## src/rtl/morse_pkg.sv

```systemverilog
// morse_pkg: shared FSM state type and constants for the Morse key decoder
package morse_pkg;
  typedef enum logic [1:0] {IDLE, MARK, GAP, WORD} morse_state_e;
  localparam int MORSE_CODE_W = 7;
  localparam int MORSE_MAX_SYM = 6;
  localparam logic [7:0] ASCII_SPACE = 8'h20;
  localparam logic [7:0] ASCII_UNKNOWN = 8'h3F;
endpackage

```

## src/rtl/morse_lut.sv

```systemverilog
// morse_lut: sentinel-prefixed Morse code (dot=0, dash=1) to ASCII, A-Z and 0-9
module morse_lut
  import morse_pkg::*;
(
  input  logic [MORSE_CODE_W-1:0] code,
  output logic [7:0]              ascii
);
  always_comb begin
    ascii = ASCII_UNKNOWN;
    case (code)
      7'd5:  ascii = 8'h41;
      7'd24: ascii = 8'h42;
      7'd26: ascii = 8'h43;
      7'd12: ascii = 8'h44;
      7'd2:  ascii = 8'h45;
      7'd18: ascii = 8'h46;
      7'd14: ascii = 8'h47;
      7'd16: ascii = 8'h48;
      7'd4:  ascii = 8'h49;
      7'd23: ascii = 8'h4A;
      7'd13: ascii = 8'h4B;
      7'd20: ascii = 8'h4C;
      7'd7:  ascii = 8'h4D;
      7'd6:  ascii = 8'h4E;
      7'd15: ascii = 8'h4F;
      7'd22: ascii = 8'h50;
      7'd29: ascii = 8'h51;
      7'd10: ascii = 8'h52;
      7'd8:  ascii = 8'h53;
      7'd3:  ascii = 8'h54;
      7'd9:  ascii = 8'h55;
      7'd17: ascii = 8'h56;
      7'd11: ascii = 8'h57;
      7'd25: ascii = 8'h58;
      7'd27: ascii = 8'h59;
      7'd28: ascii = 8'h5A;
      7'd63: ascii = 8'h30;
      7'd47: ascii = 8'h31;
      7'd39: ascii = 8'h32;
      7'd35: ascii = 8'h33;
      7'd33: ascii = 8'h34;
      7'd32: ascii = 8'h35;
      7'd48: ascii = 8'h36;
      7'd56: ascii = 8'h37;
      7'd60: ascii = 8'h38;
      7'd62: ascii = 8'h39;
      default: ascii = ASCII_UNKNOWN;
    endcase
  end
endmodule

```

## src/rtl/morse_key_decoder.sv

```systemverilog
// morse_key_decoder: debounced straight key to ASCII chars over valid/ready; MORSE_DEC_WORDSPACE_EN adds a space per word
module morse_key_decoder
  import morse_pkg::*;
#(
  parameter int UNIT_CYCLES     = 1_000_000,
  parameter int DEBOUNCE_CYCLES = 10_000
)(
  input  logic       clk,
  input  logic       rst_n,
  input  logic       ena,
  input  logic       key_in,
  output logic       key_db_o,
  output logic [7:0] char_o,
  output logic       char_valid_o,
  input  logic       char_ready_i,
  output logic       overrun_o
);
  localparam int CW = $clog2(5 * UNIT_CYCLES + 1);
  localparam int DW = $clog2(DEBOUNCE_CYCLES + 1);
  localparam logic [CW-1:0] TWO_U = CW'(2 * UNIT_CYCLES);
  localparam logic [CW-1:0] FIVE_U = CW'(5 * UNIT_CYCLES);
  localparam logic [DW-1:0] DB_LAST = DW'(DEBOUNCE_CYCLES - 1);
  logic sync1, sync2, db_flip, db_rise, db_fall;
  logic [DW-1:0] db_cnt;
  logic [CW-1:0] cnt;
  logic [MORSE_CODE_W-1:0] code;
  logic bad, sym_push, chr_done, spc_done, done, load;
  logic [7:0] lut_char, done_char;
  morse_state_e state, state_nxt;
  assign db_flip = (sync2 != key_db_o) && (db_cnt == DB_LAST);
  assign db_rise = db_flip & sync2;
  assign db_fall = db_flip & ~sync2;
  always_ff @(posedge clk or negedge rst_n) begin
    if (!rst_n) begin
      sync1 <= 1'b0;
      sync2 <= 1'b0;
      key_db_o <= 1'b0;
      db_cnt <= '0;
    end else begin
      sync1 <= key_in;
      sync2 <= sync1;
      key_db_o <= db_flip ? sync2 : key_db_o;
      db_cnt <= (sync2 == key_db_o || db_flip) ? '0 : db_cnt + 1'b1;
    end
  end
  always_ff @(posedge clk or negedge rst_n) begin
    if (!rst_n) cnt <= '0;
    else if (!ena || db_flip) cnt <= '0;
    else if (cnt != FIVE_U) cnt <= cnt + 1'b1;
  end
  always_ff @(posedge clk or negedge rst_n) begin
    if (!rst_n) state <= IDLE;
    else state <= state_nxt;
  end
  always_comb begin
    state_nxt = state;
    if (!ena) state_nxt = IDLE;
    else begin
      case (state)
        IDLE:    state_nxt = db_rise ? MARK : IDLE;
        MARK:    state_nxt = db_fall ? GAP : MARK;
        GAP:     state_nxt = db_rise ? MARK : (cnt == TWO_U) ? WORD : GAP;
        WORD:    state_nxt = db_rise ? MARK : (cnt == FIVE_U) ? IDLE : WORD;
        default: state_nxt = IDLE;
      endcase
    end
  end
  always_comb begin
    sym_push = ena && state == MARK && db_fall;
    chr_done = ena && state == GAP && cnt == TWO_U;
`ifdef MORSE_DEC_WORDSPACE_EN
    spc_done = ena && state == WORD && !db_rise && cnt == FIVE_U;
`else
    spc_done = 1'b0;
`endif
    done = chr_done | spc_done;
    done_char = spc_done ? ASCII_SPACE : bad ? ASCII_UNKNOWN : lut_char;
  end
  always_ff @(posedge clk or negedge rst_n) begin
    if (!rst_n) begin
      code <= MORSE_CODE_W'(1);
      bad <= 1'b0;
    end else if (!ena || chr_done) begin
      code <= MORSE_CODE_W'(1);
      bad <= 1'b0;
    end else if (sym_push) begin
      code <= code[MORSE_MAX_SYM] ? code : {code[MORSE_CODE_W-2:0], cnt >= TWO_U};
      bad <= bad | code[MORSE_MAX_SYM];
    end
  end
  morse_lut u_lut (
    .code  (code),
    .ascii (lut_char)
  );
  assign load = done & (~char_valid_o | char_ready_i);
  always_ff @(posedge clk or negedge rst_n) begin
    if (!rst_n) begin
      char_o <= 8'h00;
      char_valid_o <= 1'b0;
      overrun_o <= 1'b0;
    end else begin
      char_o <= load ? done_char : char_o;
      char_valid_o <= load | (char_valid_o & ~char_ready_i);
      overrun_o <= done & ~load;
    end
  end
endmodule

```

## config.mk

```make
export PLATFORM = sky130hd
export DESIGN_NAME = morse_key_decoder
export DESIGN_NICKNAME = d
export VERILOG_FILES = /design/src/rtl/morse_pkg.sv /design/src/rtl/morse_lut.sv /design/src/rtl/morse_key_decoder.sv
export SDC_FILE = /design/constraint.sdc
export NUM_CORES = 1
export LEC_CHECK = 0
export BUFFER_PORTS_ARGS = -buffer_cell sky130_fd_sc_hd__buf_2
export CAP_MARGIN = 20
export CORE_ASPECT_RATIO = 0.75
export CORE_MARGIN = 2
export CORE_UTILIZATION = 50
export CTS_CLUSTER_DIAMETER = 60
export DETAILED_ROUTE_END_ITERATION = 10
export GPL_TIMING_DRIVEN = 0
export PLACE_DENSITY = 0.67
export SETUP_SLACK_MARGIN = 0.02
export SLEW_MARGIN = 5
export SYNTH_ARGS = -nofsm -noshare
export SYNTH_HDL_FRONTEND = slang
export SYNTH_SLANG_ARGS = --single-unit
```

## constraint.sdc

```tcl
create_clock -name clk -period 3.9 [get_ports clk]
set_input_delay 0.195 -clock clk [delete_from_list [all_inputs] [get_ports clk]]
set_output_delay 0.195 -clock clk [all_outputs]
set_load 0.05 [all_outputs]
```

Word level (Yosys, flattened, before mapping)
Memory sizes are Yosys's and may differ from the RTL's.
Cells that the tools add are included.
{"block": "totals", "register_bits": 60, "rom_bits": 448, "inputBits": 5, "out_inout_bits": 11, "wordCells": 69, "mem_count": 1}
{"block": "op_classes", "addsub": 2, "order_cmp": 1, "n_eq_ne": 10, "mux": 18, "bitwise": 12, "n_reduce_logical": 13}
{"memory": "(name not given)", "depth": 64, "width": 7, "rd": 1, "rd_ports_with_merged_regs": 0, "write_ports": 0, "line": "morse_lut.sv:10", "source": "case (code)"}
{"op": "23-bit 2-to-1 mux", "n": 2}
{"op": "23-bit by 1-bit adder with 23-bit output, second input constant", "n": 1}
{"op": "23-bit by 21-bit equality test with 1-bit output, second input constant", "n": 1}
{"op": "23-bit equality test, second input constant", "n": 1}
{"op": "23-bit by 21-bit >= comparator with 1-bit output, second input constant", "n": 1}
{"op": "23-bit inequality test, second input constant", "n": 1}
{"op": "7-bit 2-to-1 mux", "n": 3}
{"op": "8-bit 2-to-1 mux", "n": 2}
{"op": "14-bit by 1-bit adder with 14-bit output, second input constant", "n": 1}
{"op": "14-bit equality test, second input constant", "n": 1}
{"op": "14-bit 2-to-1 mux", "n": 1}
{"op": "2-bit 2-to-1 mux", "n": 5}
{"op": "2-bit case mux with 4 select lines", "n": 1}
{"op": "1-bit AND", "n": 5}
{"op": "1-bit logical AND", "n": 5}
{"op": "2-bit equality test, second input constant", "n": 2}
{"op": "1-bit 2-to-1 mux", "n": 4}
{"op": "1-bit inverter", "n": 4}
{"op": "2-bit nonzero test", "n": 2}
{"op": "1-bit logical OR", "n": 3}
{"op": "1-bit bitwise OR", "n": 3}
{"op": "2-bit by 1-bit equality test with 1-bit output, second input constant", "n": 1}
{"op": "2-bit zero test", "n": 1}
{"op": "2-bit by 1-bit inequality test with 1-bit output, second input constant", "n": 1}
{"op": "other kinds (4)", "n": 4}

Longest topological paths before layout
Gate-level depths: netlist of the first run.
{"block": "depth", "ltp_word": 6, "mapped_depth": 8, "mapped_depth_nobuf": 7}

Modules after synthesis
From an unflattened synthesis of the first run, not the netlist that was laid out.
{"block": "hier_totals", "cells_unflattened": 398, "area_unflattened_um2": 3657.3}
{"mod": "morse_key_decoder", "instances": 1, "cells_each": 301, "area_per_inst_um2": 3039.2, "seq_area_each_um2": 1502.7}
{"mod": "morse_lut", "instances": 1, "cells_each": 97, "area_per_inst_um2": 618.1, "seq_area_each_um2": 0.0}

Worst setup path after synthesis of the first run
OpenSTA, ideal clock, no wires.
{"block": "synth_timing", "path_kind": "flip-flop to flip-flop", "startpoint": "register db_cnt[5]", "endpoint": "register code[1]", "setup_ps": 159, "arrival_time_ps": 2169, "required_time_ps": 3741, "setup_slack_ps": 1571, "path_stages_with_launch": 7, "path_buffers": 1, "period_less_slack_ps": 2329, "cell_sequence": "dfrtp_1 -> or4b_1 -> or4_4 -> buf_6 -> nor3_4 -> mux2i_1 -> nor2_1"}
{"block": "synth_between", "elab_chain_len": 6}
{"item": "start, declared", "line": "morse_key_decoder.sv:24", "source": "logic [DW-1:0] db_cnt;"}
{"item": "start signal, assigned", "line": "morse_key_decoder.sv:43", "source": "db_cnt <= (sync2 == key_db_o || db_flip) ? '0 : db_cnt + 1'b1;"}
{"item": "14-bit equality test", "line": "morse_key_decoder.sv:30", "source": "assign db_flip = (sync2 != key_db_o) && (db_cnt == DB_LAST);"}
{"item": "1-bit logical AND", "line": "morse_key_decoder.sv:30"}
{"item": "1-bit AND", "line": "morse_key_decoder.sv:32", "source": "assign db_fall = db_flip & ~sync2;"}
{"item": "1-bit logical AND", "line": "morse_key_decoder.sv:69", "source": "sym_push = ena && state == MARK && db_fall;"}
{"item": "2-bit nonzero test (no line)"}
{"item": "2-bit AND reduction (no line)"}
{"item": "end signal, assigned", "line": "morse_key_decoder.sv:87", "source": "code <= code[MORSE_MAX_SYM] ? code : {code[MORSE_CODE_W-2:0], cnt >= TWO_U};"}
{"item": "end, declared", "line": "morse_key_decoder.sv:26", "source": "logic [MORSE_CODE_W-1:0] code;"}
Every way passes these cells.
A chain may end at the register's enable or synchronous reset.

Final worst setup path of the first run
{"block": "layout_timing", "startpoint": "register cnt[0]", "endpoint": "register char_o[4]"}
{"block": "layout_between", "elab_chain_len": 3}
{"item": "start, declared", "line": "morse_key_decoder.sv:25", "source": "logic [CW-1:0] cnt;"}
{"item": "start signal, assigned", "line": "morse_key_decoder.sv:49", "source": "else if (cnt != FIVE_U) cnt <= cnt + 1'b1;"}
{"item": "23-bit by 21-bit equality test with 1-bit output", "line": "morse_key_decoder.sv:70", "source": "chr_done = ena && state == GAP && cnt == TWO_U;"}
{"item": "1-bit logical AND", "line": "morse_key_decoder.sv:70"}
{"item": "1-bit AND", "line": "morse_key_decoder.sv:95", "source": "assign load = done & (~char_valid_o | char_ready_i);"}
{"item": "end signal, assigned", "line": "morse_key_decoder.sv:102", "source": "char_o <= load ? done_char : char_o;"}
{"item": "end, declared", "line": "morse_key_decoder.sv:13", "source": "output logic [7:0] char_o,"}
Every way passes these cells.

==> impl_results.html, run 1 <==
<table>
<tr><th>Metric</th><th>Value</th></tr>
<tr><th colspan="2">Status</th></tr>
<tr><td>Status</td><td>complete, no violations</td></tr>
<tr><th colspan="2">Routing</th></tr>
<tr><td>Topmost layer with routed signal wires</td><td>met4</td></tr>
<tr><td>Iter 0 DRT Violations</td><td>138</td></tr>
<tr><td>Vias after detailed routing</td><td>2788</td></tr>
<tr><td>Number of design rule violations left after detail routing</td><td>0</td></tr>
<tr><td>Via density per instance</td><td>5.60</td></tr>
<tr><td>Final WL</td><td>7200 um</td></tr>
<tr><td>Routed length per instance</td><td>14.4 um</td></tr>
<tr><td>Met2 Routed Length</td><td>3150 um</td></tr>
<tr><td>Routed length on met1</td><td>3690 um</td></tr>
<tr><td>First-pass DRT Iterations</td><td>4</td></tr>
<tr><td>Number of nets with antenna violations after routing</td><td>0</td></tr>
<tr><td>Met3 routed WL</td><td>275 um</td></tr>
<tr><th colspan="2">STA</th></tr>
<tr><td>Setup violations, final</td><td>0</td></tr>
<tr><td>Max Fclk</td><td>0.367 GHz</td></tr>
<tr><td>Total Negative Setup Slacks</td><td>0 ps</td></tr>
<tr><td>Slew at the pin closest to its max-slew limit</td><td>830 ps</td></tr>
<tr><td>Final worst path period share</td><td>0.699</td></tr>
<tr><td>Number of hold-slack violations in the final timing report</td><td>0</td></tr>
<tr><td>RSZ-0062 raised after global routing</td><td>no</td></tr>
<tr><td>Max Slew Vio Count</td><td>0</td></tr>
<tr><td>Worst-case setup margin in the final layout</td><td>1170 ps</td></tr>
<tr><td>Relative slew margins</td><td>0.442</td></tr>
<tr><td>Time the worst path needs with I/O delays and setup</td><td>2730 ps</td></tr>
<tr><td>Final worst clock skew</td><td>8.54 ps</td></tr>
<tr><th colspan="2">Synthesis</th></tr>
<tr><td>Synth cell types</td><td>59</td></tr>
<tr><td>Number of synthesized register bits</td><td>59</td></tr>
<tr><td>Ys flop type</td><td>dfrtp_1</td></tr>
<tr><td>Average footprint of a synthesized cell</td><td>9.18 um2</td></tr>
<tr><td>Proportion of register bits with asynchronous set or reset after synthesis</td><td>1.00</td></tr>
<tr><td>Syn Std Cell Area</td><td>3490 um2</td></tr>
<tr><td>Post-synthesis sequential area ratio</td><td>0.424</td></tr>
<tr><td>Post-Synthesis Net Count</td><td>394</td></tr>
<tr><td>Commonest cells in the netlist</td><td>dfrtp_1, nor2_1, nand2_1</td></tr>
<tr><td>Synthesized netlist cell count</td><td>380</td></tr>
<tr><td>Number of enable flip-flop cells after synthesis</td><td>0</td></tr>
<tr><td>Share of Yosys cell area claimed by the top area cell type</td><td>0.416</td></tr>
<tr><td>Area contributors post-synth</td><td>dfrtp_1, nor2_1, xnor2_1</td></tr>
<tr><td>Cell type with the highest aggregate area in the netlist</td><td>dfrtp_1</td></tr>
<tr><td>Ys Warns</td><td>0</td></tr>
<tr><td>Most numerous cell in the Yosys netlist</td><td>dfrtp_1</td></tr>
<tr><th colspan="2">Clock tree</th></tr>
<tr><td>Clock tree from TritonCTS</td><td>built</td></tr>
<tr><td>Max clock buf depth</td><td>2</td></tr>
<tr><td>Htree depth</td><td>3</td></tr>
<tr><td>Clock transition at the register clock pins on the worst setup and hold paths after CTS</td><td>70 ps</td></tr>
<tr><td>Library cell used as clock root buffer</td><td>clkbuf_8</td></tr>
<tr><td>CTS resizes</td><td>0</td></tr>
<tr><td>TritonCTS buffer count</td><td>9</td></tr>
<tr><td>Count of clock tree sinks</td><td>59</td></tr>
<tr><td>Later-pin clock latency in the skew report</td><td>330 ps</td></tr>
<tr><th colspan="2">Final layout</th></tr>
<tr><td>Ratio of cells with drive above 1 in the final layout</td><td>0.138</td></tr>
<tr><td>Area growth from synthesis to layout</td><td>11.6%</td></tr>
<tr><td>Multi-input logic area</td><td>1860 um2</td></tr>
<tr><td>Nets</td><td>423</td></tr>
<tr><td>Final design utilization</td><td>0.575</td></tr>
<tr><td>Number of filler cells placed in the layout</td><td>616</td></tr>
<tr><td>Area of all sequential standard cells</td><td>1480 um2</td></tr>
<tr><td>Number of non-filler instances in the completed layout</td><td>498</td></tr>
<tr><td># diodes</td><td>0</td></tr>
<tr><th colspan="2">Floorplanning</th></tr>
<tr><td>Area enclosed by the die boundary</td><td>7670 um2</td></tr>
<tr><td>Horiz. Die Dim</td><td>100 um</td></tr>
<tr><td>Core Region</td><td>6770 um2</td></tr>
<tr><td>Initial core utilization</td><td>0.515</td></tr>
<tr><td>Floorplan die height</td><td>76.3 um</td></tr>
<tr><td># IOs</td><td>16</td></tr>
<tr><td>Placement Rows</td><td>26</td></tr>
<tr><th colspan="2">Power</th></tr>
<tr><td>Internal Pwr Total</td><td>0.000932 W</td></tr>
<tr><td>Clock network fraction of total power</td><td>0.434</td></tr>
<tr><td>Leakage component of the power</td><td>1.62 nW</td></tr>
<tr><td>Switching component of the power</td><td>0.000281 W</td></tr>
<tr><td>Power share of the combinational group</td><td>0.049</td></tr>
<tr><td>Share of power burned in registers</td><td>0.517</td></tr>
<tr><td>Pwr Density</td><td>312 nW/um2</td></tr>
<tr><td>Overall power of the completed layout</td><td>0.00121 W</td></tr>
<tr><td>Switching portion of total power</td><td>0.231</td></tr>
<tr><td>Worst voltage drop across the vdd grid</td><td>0.218 mV</td></tr>
<tr><th colspan="2">Min path</th></tr>
<tr><td>Class of the most critical hold timing path</td><td>primary input to flip-flop</td></tr>
<tr><th colspan="2">Placement</th></tr>
<tr><td>Final estimated routing congestion in global placement</td><td>0.852</td></tr>
<tr><td>Post-placement setup slack</td><td>1240 ps</td></tr>
<tr><td>Number of placed cells counting well taps</td><td>480</td></tr>
<tr><td>Placed wire-length estimate after detailed placement</td><td>5190 um</td></tr>
<tr><td>Total of buffers placed on input and output ports</td><td>14</td></tr>
<tr><th colspan="2">Global routing</th></tr>
<tr><td>Largest net degree at the start of global routing</td><td>35</td></tr>
<tr><td>Total congestion overflow</td><td>0</td></tr>
<tr><td>Vias in the first global route</td><td>2626</td></tr>
<tr><td>Number of antenna violations at the first check in global routing</td><td>0</td></tr>
<tr><td>First-pass GRT wire length</td><td>12600 um</td></tr>
<tr><td>GR Util All Layers</td><td>0.206</td></tr>
<tr><th colspan="2">Worst setup path</th></tr>
<tr><td>Critical path data arrival time</td><td>2950 ps</td></tr>
<tr><td>CP startpoint kind</td><td>flip-flop</td></tr>
<tr><td>Critical path data required time</td><td>4120 ps</td></tr>
<tr><td>Sort of element at the end of the critical path</td><td>flip-flop</td></tr>
<tr><td>Path type of the worst setup path</td><td>flip-flop to flip-flop</td></tr>
<tr><td>Critical-path maximum fanout</td><td>7</td></tr>
<tr><th colspan="2">Run</th></tr>
<tr><td>Total of max-cap violations</td><td>0</td></tr>
</table>
repair_timing:
action                                 in CTS  in global routing
hold buffers                                2                  0
endpoints found under the hold margin      25                  0
buffers inserted                            0                  0
power groups by stage:
stage	clock, W	combinational, W	sequential, W
final	0.000526	0.0000595	0.000627
after global routing	0.000562	0.0000682	0.000629
after CTS	0.000541	0.0000611	0.000627
after detailed placement	0	0.0000596	0.000638
after global placement	0	0.0000555	0.000638
after floorplan	0	0.0000279	0.000643
stage by stage:
stage | area, um2 | hold WS [ps]
after floorplan | 3490 | -101
after global placement | 3660 | 303
after detailed placement | 3690 | 232
after CTS | 3890 | 107
after global routing | 3890 | 125
final | 3890 | 124
metal layers:
metal / vias to the layer above / global-route usage
li1: 1403 / -
met1: 1329 / 0.302
met2: 46 / 0.302
met3: 10 / 0.0486
met4: 0 / 0.0616
met5: - / 0
final cells by class:
type / count / area share
flip-flops and latches: 59 / 0.380
clock inverters: 5 / 0.0138
clock buffers: 11 / 0.0338
plain buffers: 20 / 0.0248
inverters: 15 / 0.0145
multi-input cells: 286 / 0.477
repair buffers: 18 / 0.0293
well taps: 84 / 0.0270
sequential cells by signal, summed over array words and instances (netlist names), 2 cells and up:
signal  cells
state       2
code        7
db_cnt     14
cnt        23
char_o      7
critical path, cell delays in order, from the launching register on:
cell	delay (ps)
dfrtp_1	430
inv_1	110
ha_1	140
nor3b_1	360
nand3_1	200
nor4_1	630
and2_1	210
buf_2	190
mux2_2	350
logic make-up after synthesis:
group | Yosys count | share of synthesized area
XOR/XNOR | 30 | 0.0753
buffers and inverters | 35 | 0.0438
adder cells (fa/ha/maj) | 9 | 0.0323
AO/OA/AOI/OAI | 62 | 0.111
flip-flops | 59 | 0.424
multiplexers | 18 | 0.0639
AND/OR/NAND/NOR | 166 | 0.249
other | 1 | 0.00108
final timing paths:
kind	from	endpoint	slack (ps)	cells past startpoint
setup / recovery	cnt[0]	char_o[4]	1170	8
hold / removal	ena	state[1]	120	2
setup reg to reg	cnt[0]	char_o[4]	1170	8
hold reg to reg	sync1	sync2	350	0
max in group asynchronous	rst_n	cnt[14]	2920	3
min in group asynchronous	rst_n	db_cnt[8]	390	2
placed cells by master (no fill, tap or decap), drive strengths merged, types with 12 or more instances in the layout:
master  Yosys  final
a21oi      22     22
buf        11     27
clkbuf      9     20
dfrtp      58     58
inv        15     15
nand2      27     27
nand3      14     14
nor2       49     49
nor3       13     13
o21ai      14     14
xnor2      18     18
xor2       12     12
Power figures use the tool's default switching activity.
==> inputs of run 2 (changes only) <==
Settings changed: PLACE_DENSITY 0.67 to 0.7.
Clock period 3.9 ns to 2.3 ns, I/O delays scaled along.
==> impl_results.html, run 2 (synthesis gave the netlist of run 1 again) <==
<table>
<tr><th>Metric</th><th>Value</th></tr>
<tr><th colspan="2">Final layout</th></tr>
<tr><td>Area growth from synthesis to layout</td><td>17.9%</td></tr>
<tr><td>Most frequent standard cell in the layout excluding fill and tap cells</td><td>dfrtp_1</td></tr>
<tr><td>Largest register FFs</td><td>23</td></tr>
<tr><td>Number of non-filler instances in the completed layout</td><td>510</td></tr>
<tr><td># diodes</td><td>0</td></tr>
<tr><td>Commonest non-fill, non-tap cells in the layout</td><td>dfrtp_1, nor2_1, nand2_1</td></tr>
<tr><td>Final design utilization</td><td>0.608</td></tr>
<tr><td>Ratio of cells with drive above 1 in the final layout</td><td>0.202</td></tr>
<tr><td>Nets</td><td>435</td></tr>
<tr><td>Top Registers</td><td>cnt x23, db_cnt x14</td></tr>
<tr><td>Largest reg by FF count</td><td>cnt</td></tr>
<tr><th colspan="2">Routing</th></tr>
<tr><td>Vias after detailed routing</td><td>2830</td></tr>
<tr><td>Final WL</td><td>7410 um</td></tr>
<tr><td>Via density per instance</td><td>5.55</td></tr>
<tr><td>Routed length per instance</td><td>14.5 um</td></tr>
<tr><td>Iter 0 DRT Violations</td><td>90</td></tr>
<tr><td>Number of nets with antenna violations after routing</td><td>0</td></tr>
<tr><td>Number of design rule violations left after detail routing</td><td>0</td></tr>
<tr><td>First-pass DRT Iterations</td><td>4</td></tr>
<tr><th colspan="2">STA</th></tr>
<tr><td>Relative slew margins</td><td>0.549</td></tr>
<tr><td>Final worst path period share</td><td>0.980</td></tr>
<tr><td>Max Fclk</td><td>0.444 GHz</td></tr>
<tr><td>Max Slew Vio Count</td><td>0</td></tr>
<tr><td>Total Negative Setup Slacks</td><td>0 ps</td></tr>
<tr><td>Final worst clock skew</td><td>6.21 ps</td></tr>
<tr><td>Setup violations, final</td><td>0</td></tr>
<tr><td>Worst hold margin</td><td>75.7 ps</td></tr>
<tr><td>Slew at the pin closest to its max-slew limit</td><td>676 ps</td></tr>
<tr><td>Number of hold-slack violations in the final timing report</td><td>0</td></tr>
<tr><td>RSZ-0062 raised after global routing</td><td>yes</td></tr>
<tr><td>Time the worst path needs with I/O delays and setup</td><td>2250 ps</td></tr>
<tr><th colspan="2">Clock tree</th></tr>
<tr><td>Library cell used as clock root buffer</td><td>clkbuf_8</td></tr>
<tr><td>Clock tree from TritonCTS</td><td>built</td></tr>
<tr><td>TritonCTS buffer count</td><td>9</td></tr>
<tr><td>Clock transition at the register clock pins on the worst setup and hold paths after CTS</td><td>60 ps</td></tr>
<tr><td>Htree depth</td><td>3</td></tr>
<tr><td>Later-pin clock latency in the skew report</td><td>340 ps</td></tr>
<tr><td>Count of clock tree sinks</td><td>59</td></tr>
<tr><td>Max clock buf depth</td><td>2</td></tr>
<tr><th colspan="2">Power</th></tr>
<tr><td>Power share of the combinational group</td><td>0.057</td></tr>
<tr><td>Clock network fraction of total power</td><td>0.412</td></tr>
<tr><td>Leakage component of the power</td><td>1.72 nW</td></tr>
<tr><td>Overall power of the completed layout</td><td>0.00200 W</td></tr>
<tr><td>Share of power burned in registers</td><td>0.531</td></tr>
<tr><td>Internal Pwr Total</td><td>0.00154 W</td></tr>
<tr><td>Pwr Density</td><td>487 nW/um2</td></tr>
<tr><td>Worst voltage drop across the vdd grid</td><td>0.254 mV</td></tr>
<tr><td>Switching component of the power</td><td>0.000466 W</td></tr>
<tr><td>Switching portion of total power</td><td>0.233</td></tr>
<tr><th colspan="2">Placement</th></tr>
<tr><td>Placed wire-length estimate after detailed placement</td><td>5120 um</td></tr>
<tr><td>Final estimated routing congestion in global placement</td><td>0.872</td></tr>
<tr><td>Total of buffers placed on input and output ports</td><td>14</td></tr>
<tr><td>Number of placed cells counting well taps</td><td>480</td></tr>
<tr><th colspan="2">Worst setup path</th></tr>
<tr><td>Critical path data arrival time</td><td>2460 ps</td></tr>
<tr><td>Sort of element at the end of the critical path</td><td>flip-flop</td></tr>
<tr><td>CP startpoint kind</td><td>flip-flop</td></tr>
<tr><td>Critical path data required time</td><td>2500 ps</td></tr>
<tr><td>Start of the worst register-to-register path</td><td>db_cnt[12]</td></tr>
<tr><td>Path type of the worst setup path</td><td>flip-flop to flip-flop</td></tr>
<tr><td>Critical-path maximum fanout</td><td>7</td></tr>
<tr><td>Setup crit start</td><td>db_cnt[12]</td></tr>
<tr><th colspan="2">Global routing</th></tr>
<tr><td>GR Util All Layers</td><td>0.208</td></tr>
<tr><td>Vias in the first global route</td><td>2613</td></tr>
<tr><td>Total congestion overflow</td><td>0</td></tr>
<tr><td>Number of antenna violations at the first check in global routing</td><td>0</td></tr>
<tr><td>First-pass GRT wire length</td><td>12800 um</td></tr>
<tr><td>Largest net degree at the start of global routing</td><td>31</td></tr>
<tr><th colspan="2">Floorplanning</th></tr>
<tr><td>Horiz. Die Dim</td><td>100 um</td></tr>
<tr><td>Core Region</td><td>6770 um2</td></tr>
<tr><td>Initial core utilization</td><td>0.515</td></tr>
<tr><td>Floorplan die height</td><td>76.3 um</td></tr>
<tr><td>Placement Rows</td><td>26</td></tr>
<tr><td>Area enclosed by the die boundary</td><td>7670 um2</td></tr>
<tr><td># IOs</td><td>16</td></tr>
<tr><th colspan="2">Status</th></tr>
<tr><td>Status</td><td>complete, no violations</td></tr>
<tr><th colspan="2">Min path</th></tr>
<tr><td>Hold_sp</td><td>ena</td></tr>
<tr><td>Class of the most critical hold timing path</td><td>primary input to flip-flop</td></tr>
<tr><th colspan="2">Run</th></tr>
<tr><td>Total of max-cap violations</td><td>0</td></tr>
</table>
## run 2: final cells by class
| class | count | area, um2 |
|---|---|---|
| fillers | 588 | 2660 |
| multi-input cells | 286 | 1970 |
| flip-flops and latches | 59 | 1480 |
| repair buffers | 31 | 228 |
| clock buffers | 14 | 163 |
| plain buffers | 19 | 105 |
| well taps | 84 | 105 |
| inverters | 15 | 56.3 |
| clock inverters | 2 | 10.0 |
## run 2: what timing repair did
item | CTS | global route
gates resized for setup | 17 | 12
pin swaps | 5 | 5
setup endpoints to repair | 47 | 36
hold buffers | 2 | 0
buffers inserted | 8 | 5
endpoints found under the hold margin | 29 | 0
## run 2: critical path, stage by stage (launching register included)
cell and delay [ps]:
dfrtp_1 380, or4b_1 530, or4_4 530, buf_6 160, nor3_4 150, buf_12 150
mux2i_1 180, nor2_1 50
## run 2: power by group through the flow
| stage | registers, W | logic (W) | clock network, W |
|---|---|---|---|
| 6_report | 0.00106 | 0.000113 | 0.000825 |
| 5_1_grt | 0.00107 | 0.000128 | 0.000891 |
| 4_1_cts | 0.00106 | 0.000109 | 0.000850 |
| 3_5_place_dp | 0.00108 | 0.000101 | 0 |
| 3_3_place_gp | 0.00108 | 0.0000931 | 0 |
| 2_1_floorplan | 0.00109 | 0.0000473 | 0 |
## run 2: layer usage
metal | global-route usage | routed length, um | share of wire | vias to the layer above
met1 | 0.303 | 3700 | 0.50 | 1352
met3 | 0.0642 | 283 | 0.038 | 4
met4 | 0.0452 | 50 | 0.0068 | 0
li1 | - | - | - | 1413
met2 | 0.307 | 3370 | 0.45 | 61
met5 | 0 | 0 | 0 | -
## run 2: per-stage QoR
step	worst slack [ps]	cell area (um2)
floorplan	33.0	3490
global placement	-325	3660
detailed placement	-388	3690
CTS	-37.2	4030
global route	-26.7	4110
finish	46.6	4110
## run 2: path summary, 6_finish.rpt
path                             endpoint  slack (ps)  cells past startpoint
worst max-delay path              code[2]          50                      7
worst min-delay path             state[1]          80                      2
worst max register to register    code[2]          50                      7
worst min register to register      sync2         350                      0
max in group asynchronous         cnt[14]        1350                      3
min in group asynchronous       db_cnt[8]         350                      2
